==> config.mk <==
export PLATFORM = sky130hd
export DESIGN_NAME = persiana_motor_drv
export DESIGN_NICKNAME = d
export VERILOG_FILES = /design/src/rtl/persiana_motor_drv.sv
export SDC_FILE = /design/constraint.sdc
export NUM_CORES = 1
export LEC_CHECK = 0
export CAP_MARGIN = 20
export CELL_PAD_IN_SITES_DETAIL_PLACEMENT = 2
export CELL_PAD_IN_SITES_GLOBAL_PLACEMENT = 2
export CORE_MARGIN = 2
export CORE_UTILIZATION = 35
export DETAILED_ROUTE_END_ITERATION = 10
export PLACE_DENSITY_LB_ADDON = 0.1
export RECOVER_POWER = 100
export REMOVE_ABC_BUFFERS = 1
export SETUP_SLACK_MARGIN = 0.1
export SLEW_MARGIN = 20
export SYNTH_ARGS = -nofsm -noshare
export SYNTH_HDL_FRONTEND = slang
export SYNTH_SLANG_ARGS = --single-unit
==> constraint.sdc <==
create_clock -name clk -period 2.14 [get_ports clk]
set_input_delay 0.428 -clock clk [delete_from_list [all_inputs] [get_ports clk]]
set_output_delay 0.428 -clock clk [all_outputs]
set_load 0.005 [all_outputs]
==> src/rtl/persiana_motor_drv.sv <==
// Motor power-stage driver behind the blind FSM.
// Adds dead time, limit stops, travel watchdog, sensor fault and a soft-start PWM ramp.
module persiana_motor_drv #(
    parameter int DEAD_TICKS    = 4,
    parameter int TIMEOUT_TICKS = 20,
    parameter int RAMP_START    = 64,
    parameter int RAMP_STEP     = 32
) (
    input  logic       clk,
    input  logic       rst_n,
    input  logic       tick,
    input  logic       subir,
    input  logic       bajar,
    input  logic       lim_sup,
    input  logic       lim_inf,
    input  logic       fault_clr,
    output logic       motor_en,
    output logic       motor_dir,
    output logic       motor_pwm,
    output logic       moving,
    output logic       fault,
    output logic [2:0] state
);
    localparam int DW = $clog2(DEAD_TICKS + 1);
    localparam int TW = $clog2(TIMEOUT_TICKS + 1);
    localparam logic [DW-1:0] DEAD_MAX   = DW'(DEAD_TICKS);
    localparam logic [TW-1:0] TO_MAX     = TW'(TIMEOUT_TICKS);
    localparam logic [7:0]    DUTY_START = 8'(RAMP_START);
    localparam logic [8:0]    DUTY_STEP  = 9'(RAMP_STEP);

    typedef enum logic [2:0] {
        IDLE   = 3'd0,
        DEAD   = 3'd1,
        RUN_UP = 3'd2,
        RUN_DN = 3'd3,
        FAULT  = 3'd4
    } state_t;

    state_t        st, st_nxt;
    logic          target_up, target_up_nxt;
    logic [DW-1:0] dead_cnt;
    logic [TW-1:0] to_cnt;
    logic [7:0]    duty;
    logic [7:0]    pwm_cnt;
    logic          up_req, dn_req, both_lim, run_nxt;
    logic [8:0]    duty_sum;

    // Simultaneous subir and bajar is treated as no request at all.
    assign up_req   = subir & ~bajar;
    assign dn_req   = bajar & ~subir;
    assign both_lim = lim_sup & lim_inf;
    assign run_nxt  = (st_nxt == RUN_UP) || (st_nxt == RUN_DN);
    assign duty_sum = {1'b0, duty} + DUTY_STEP;

    always_comb begin
        st_nxt        = st;
        target_up_nxt = target_up;
        if (both_lim && st != FAULT) begin
            st_nxt = FAULT;
        end else begin
            case (st)
                IDLE: begin
                    if (up_req && !lim_sup) begin
                        st_nxt        = DEAD;
                        target_up_nxt = 1'b1;
                    end else if (dn_req && !lim_inf) begin
                        st_nxt        = DEAD;
                        target_up_nxt = 1'b0;
                    end
                end
                DEAD: begin
                    if (target_up ? !up_req : !dn_req)
                        st_nxt = IDLE;
                    else if (dead_cnt >= DEAD_MAX)
                        st_nxt = target_up ? (lim_sup ? IDLE : RUN_UP)
                                           : (lim_inf ? IDLE : RUN_DN);
                end
                RUN_UP: begin
                    if (lim_sup || !up_req)  st_nxt = IDLE;
                    else if (to_cnt >= TO_MAX) st_nxt = FAULT;
                end
                RUN_DN: begin
                    if (lim_inf || !dn_req)  st_nxt = IDLE;
                    else if (to_cnt >= TO_MAX) st_nxt = FAULT;
                end
                FAULT: begin
                    if (fault_clr && !subir && !bajar && !both_lim) st_nxt = IDLE;
                end
                default: st_nxt = IDLE;
            endcase
        end
    end

    // Counters restart whenever their state is (re)entered and saturate instead of wrapping.
    always_ff @(posedge clk or negedge rst_n) begin
        if (!rst_n) begin
            st        <= IDLE;
            target_up <= 1'b0;
            dead_cnt  <= '0;
            to_cnt    <= '0;
            duty      <= 8'd0;
            pwm_cnt   <= 8'd0;
        end else begin
            st        <= st_nxt;
            target_up <= target_up_nxt;
            pwm_cnt   <= pwm_cnt + 8'd1;
            if (st_nxt == DEAD && st == DEAD) begin
                if (tick && dead_cnt < DEAD_MAX) dead_cnt <= dead_cnt + 1'b1;
            end else begin
                dead_cnt <= '0;
            end
            if (run_nxt && st_nxt == st) begin
                if (tick) begin
                    if (to_cnt < TO_MAX) to_cnt <= to_cnt + 1'b1;
                    duty <= (duty_sum > 9'd255) ? 8'hFF : duty_sum[7:0];
                end
            end else if (run_nxt) begin
                duty   <= DUTY_START;
                to_cnt <= '0;
            end else begin
                duty   <= 8'd0;
                to_cnt <= '0;
            end
        end
    end

    assign motor_en  = (st == RUN_UP) || (st == RUN_DN);
    assign motor_dir = (st == RUN_UP);
    assign moving    = motor_en;
    assign fault     = (st == FAULT);
    assign state     = st;
    assign motor_pwm = motor_en & ((duty == 8'hFF) | (pwm_cnt < duty));

endmodule

# == Word level (Yosys, flattened, before mapping) ==
# Index checks and enable logic that the tools add are counted.
# totals
output_inout_bits,8
reg_bits,28
# op_classes
n_reduce_logical,24
bitwise_logic,8
eq_ne,13
n_addsub,4
mux,25
order_cmp,6
# ops
cell,n
$mux W3,11
$mux W8,3
$mux W5,3
$pmux W3 S5,1
$eq A3 B2 Y1 const B,4
$add A8 B6 Y9 const B,1
$gt A9 B8 Y1 const B,1
$logic_and A1 B1 Y1,9
$add A8 B1 Y8 const B,1
$eq A8 B8 Y1 const B,1
$lt A8 B8 Y1,1
$logic_not A1 Y1,7
$mux W7,1
$eq A3 B1 Y1 const B,2
$mux W2,3
$add A5 B1 Y5 const B,1
$ge A5 B5 Y1 const B,1
$lt A5 B5 Y1 const B,1
$and A1 B1 Y1,4
$logic_or A1 B1 Y1,4
$ne A2 B1 Y1 const B,2
$add A3 B1 Y3 const B,1
$eq A3 B3 Y1,1
$eq A3 B3 Y1 const B,1
other kinds (11),15

# == Depth between registers and ports, before layout ==
# Gate-level depths: netlist of the first run.
# depth
word_depth,12
ltp_mapped,7
mapped_depth_nobuf,7

# == Least setup slack after synthesis of the first run ==
# No wires, ideal clock.
# synth_path
kind,register -> output
start,reg duty[5]
end,out motor_pwm
arrival_ps,1473
path_stages_with_launch,6
path_slack_ps,239
path_cell_list,dfrtp_1 -> inv_1 -> ha_1 -> a21o_1 -> a2111oi_0 -> a22o_1
# synth_between
elab_chain_cells,3
# synth_lines
element,line,source
from (decl),43,logic [7:0] duty;
from (signal assigned),115,duty <= (duty_sum > 9'd255) ? 8'hFF : duty_sum[7:0];
$lt A8 B8 Y1 or $eq A8 B8 Y1 (tied branches),132,assign motor_pwm = motor_en & ((duty == 8'hFF) | (pwm_cnt < duty));
$or A1 B1 Y1 *,132,
$and A1 B1 Y1 *,132,
to (decl),19,"output logic motor_pwm,"
# Every way passes the cells marked *; elsewhere a longest branch is shown, timed or not.

# == Final worst setup path of the first run ==
# layout_path
start,reg duty[3]
end,out motor_pwm
# The elaborated chain is that of the path after synthesis.

==> results.json, run 1 <==
{
  "vias": 1290,
  "violations": "negative setup slack",
  "syn_inst": 151,
  "dpl.cell_count": 237,
  "core_area_um2": 4030,
  "path_max_fanout": 3,
  "drt-pass1-iter-count": 4,
  "syn2layout_area_growth_pct": 35.3,
  "rsz0062_at_grt": "yes",
  "start_util_pct": 36.6,
  "syn_area_um2": 1470,
  "finalNonFillerCells": 244,
  "hp-class": "reg -> reg",
  "final_common_cell": "dfrtp_1",
  "max_cap_violations": 0,
  "cts_max_level": 1,
  "synth_edf_count": 0,
  "setup_ws_ns": -0.123,
  "clk_path_buf_depth": 2,
  "path_cells": "inv_2, buf_6, ha_4, o21ai_2, a21oi_2, o2111ai_2, a22o_1, buf_2",
  "fin_skew_ns": 0.00525,
  "overflow": 0,
  "grt_usage_pct": 21.5,
  "critPathCaptureType": "output port",
  "peakVddDrop_uv": 363,
  "die_h_um": 68.9,
  "routed_via_density": 5.29,
  "yosys_warnings": 0,
  "relSlewSlack_pct": 4.96,
  "io_buffers": 15,
  "finalSetupViolations": 4,
  "whs_path_depth": 1,
  "synth_area_per_cell_um2": 9.75,
  "worst_slew_pin_slew_ns": 1.43,
  "pin_count": 16,
  "max_stage_delay_ns": 0.42,
  "stdcell_area_um2": 1990,
  "path_delay_family": "compound AO/OA/AOI/OAI gates",
  "cpMaxStageDelayCell": "dfrtp_1",
  "ant_nets": 0,
  "grt_max_degree": 25,
  "grt_pass1_wl_mm": 7.23,
  "drive_above_1_share_pct": 26.3,
  "postSynth.asyncResetShare_pct": 100,
  "cts_tree": "done",
  "die_w_um": 68.9,
  "p_leak_nw": 0.892,
  "arrival_ns": 1.83,
  "layout_common_cells": "dfrtp_1 (24), buf_4 (21), a21oi_1 (12), nand2_1 (12), nor2_1 (11)",
  "post-route-period-util_pct": 106,
  "setup_tns_ns": -0.200,
  "path_class": "reg -> out",
  "drt_iter0_drc": 52,
  "final-hold-violation-count": 0,
  "antenna_found_initial": 0,
  "slew_violations": 0,
  "cts-root-buf": "clkbuf_8",
  "hold-worst-slack_ns": 0.489,
  "clkSlewWorstSetupHoldPaths_ns": 0.09,
  "r2r.worst_path.cells": 6,
  "outcome": "complete, but fails checks",
  "cp_num_buf_inv": 3,
  "wl_mm": 4.84,
  "routedWlPerCell_um": 19.8,
  "min_period_ns": 2.26,
  "die_area_um2": 4740,
  "place_congestion": 0.817,
  "clock_latency_ns": 0.27,
  "drc_errors": 0,
  "dp_hpwl_mm": 3.36,
  "grt_pass1_vias": 1389,
  "placed_area_um2": 1850,
  "synth-seq-cells": 24,
  "synth_top_flop_cell": "dfrtp_1",
  "final_nets": 217,
  "crit_required_ns": 1.71,
  "p_per_area_nw_per_um2": 463,
  "fin_util_pct": 49.5,
  "worstSetupStartpointType": "flop",
  "ys_types": 40,
  "seq_area_frac_synth_pct": 40.8,
  "cts_sinks": 24,
  "path_depth": 8,
  "diodes": 0,
  "fmax_mhz": 442,
  "cts-buffers-inserted": 3,
  "rows": 23
}
cell type report:
cell class | count | area (um^2)
tap | 50 | 62.6
inverter | 11 | 41.3
timing repair buffer | 43 | 352
clock buffer | 4 | 55.1
fill | 440 | 2040
sequential | 24 | 601
multi-input combinational | 112 | 882
final timing paths:
check                                     startpoint                      end  slack [ns]
worst max register to register    state[2]$_DFF_PN0_  dead_cnt[1]$_DFFE_PN0P_        0.35
worst max-delay path             duty[3]$_DFFE_PN0P_                motor_pwm       -0.12
worst min register to register  pwm_cnt[7]$_DFF_PN0_     pwm_cnt[7]$_DFF_PN0_        0.49
min in group asynchronous                      rst_n    to_cnt[4]$_DFFE_PN0P_        1.01
worst min-delay path            pwm_cnt[7]$_DFF_PN0_     pwm_cnt[7]$_DFF_PN0_        0.49
max in group asynchronous                      rst_n  dead_cnt[0]$_DFFE_PN0P_        0.30
logic make-up after synthesis:
kind of cell / synth area share, %
xor gates and xnor gates: 5.95
muxes: 0.765
AOI/OAI and AO/OA: 15.5
adders and majority gates: 11.9
and+or+nand+nor: 20.9
buffers and inverters: 4.25
DFF: 40.8
metrics by stage:
step,setup WS (ns),power [mW]
after global placement,-0.173,0.597
after detailed placement,-0.248,0.605
after floorplan,0.239,0.529
after CTS,-0.0637,0.932
final,-0.123,0.923
after global routing,-0.193,0.963
sequential cells by signal, summed over array words and instances, names as in the netlist:
| signal | cells |
|---|---|
| pwm_cnt | 8 |
| duty | 4 |
| to_cnt | 5 |
| state | 3 |
| target_up | 1 |
| dead_cnt | 3 |
cell usage after synthesis, types with 2 or more instances:
cell type	n	area, um^2
nor3b_1	2	15.0
a21oi_1	13	65.1
nand3_1	8	40.0
nand2_1	12	45.0
and3_1	3	18.8
nor3_1	2	10.0
o21ai_0	7	35.0
nor2_1	11	41.3
ha_1	14	175
xor2_1	4	35.0
nand2b_1	3	18.8
o21a_1	2	15.0
or2_2	2	12.5
xnor2_1	6	52.6
buf_2	2	10.0
dfrtp_1	24	601
inv_1	10	37.5
o211ai_1	2	15.0
nor3b_2	3	37.5
routing by layer:
layer,share of wire (%),global-route usage [%],vias up
li1,-,-,613
met2,52,37.3,14
met5,0,0,-
met1,44,26.2,655
met3,1.8,4.38,8
met4,2.4,8.09,0
power by group:
| part | switching, mW | internal (mW) |
|---|---|---|
| registers | 0.0168 | 0.464 |
| logic | 0.0598 | 0.0589 |
| clock network | 0.160 | 0.165 |
| total | 0.236 | 0.687 |
what timing repair did:
action,CTS,global route
hold buffers,0,0
buffers inserted,2,1
setup endpoints to repair,5,6
resized for setup,23,6
pin swaps,6,3
Note: power is estimated with default switching activity, not from simulation.
==> run 2: changes to the inputs <==
--- a/config.mk
+++ b/config.mk
@@ -10,6 +10,7 @@
 export CELL_PAD_IN_SITES_GLOBAL_PLACEMENT = 2
 export CORE_MARGIN = 2
 export CORE_UTILIZATION = 35
+export CTS_CLUSTER_DIAMETER = 30
 export DETAILED_ROUTE_END_ITERATION = 10
 export PLACE_DENSITY_LB_ADDON = 0.1
 export RECOVER_POWER = 100
==> results of run 2 <==
Same layout as run 1: the final DEF is identical, and so are final timing and power.
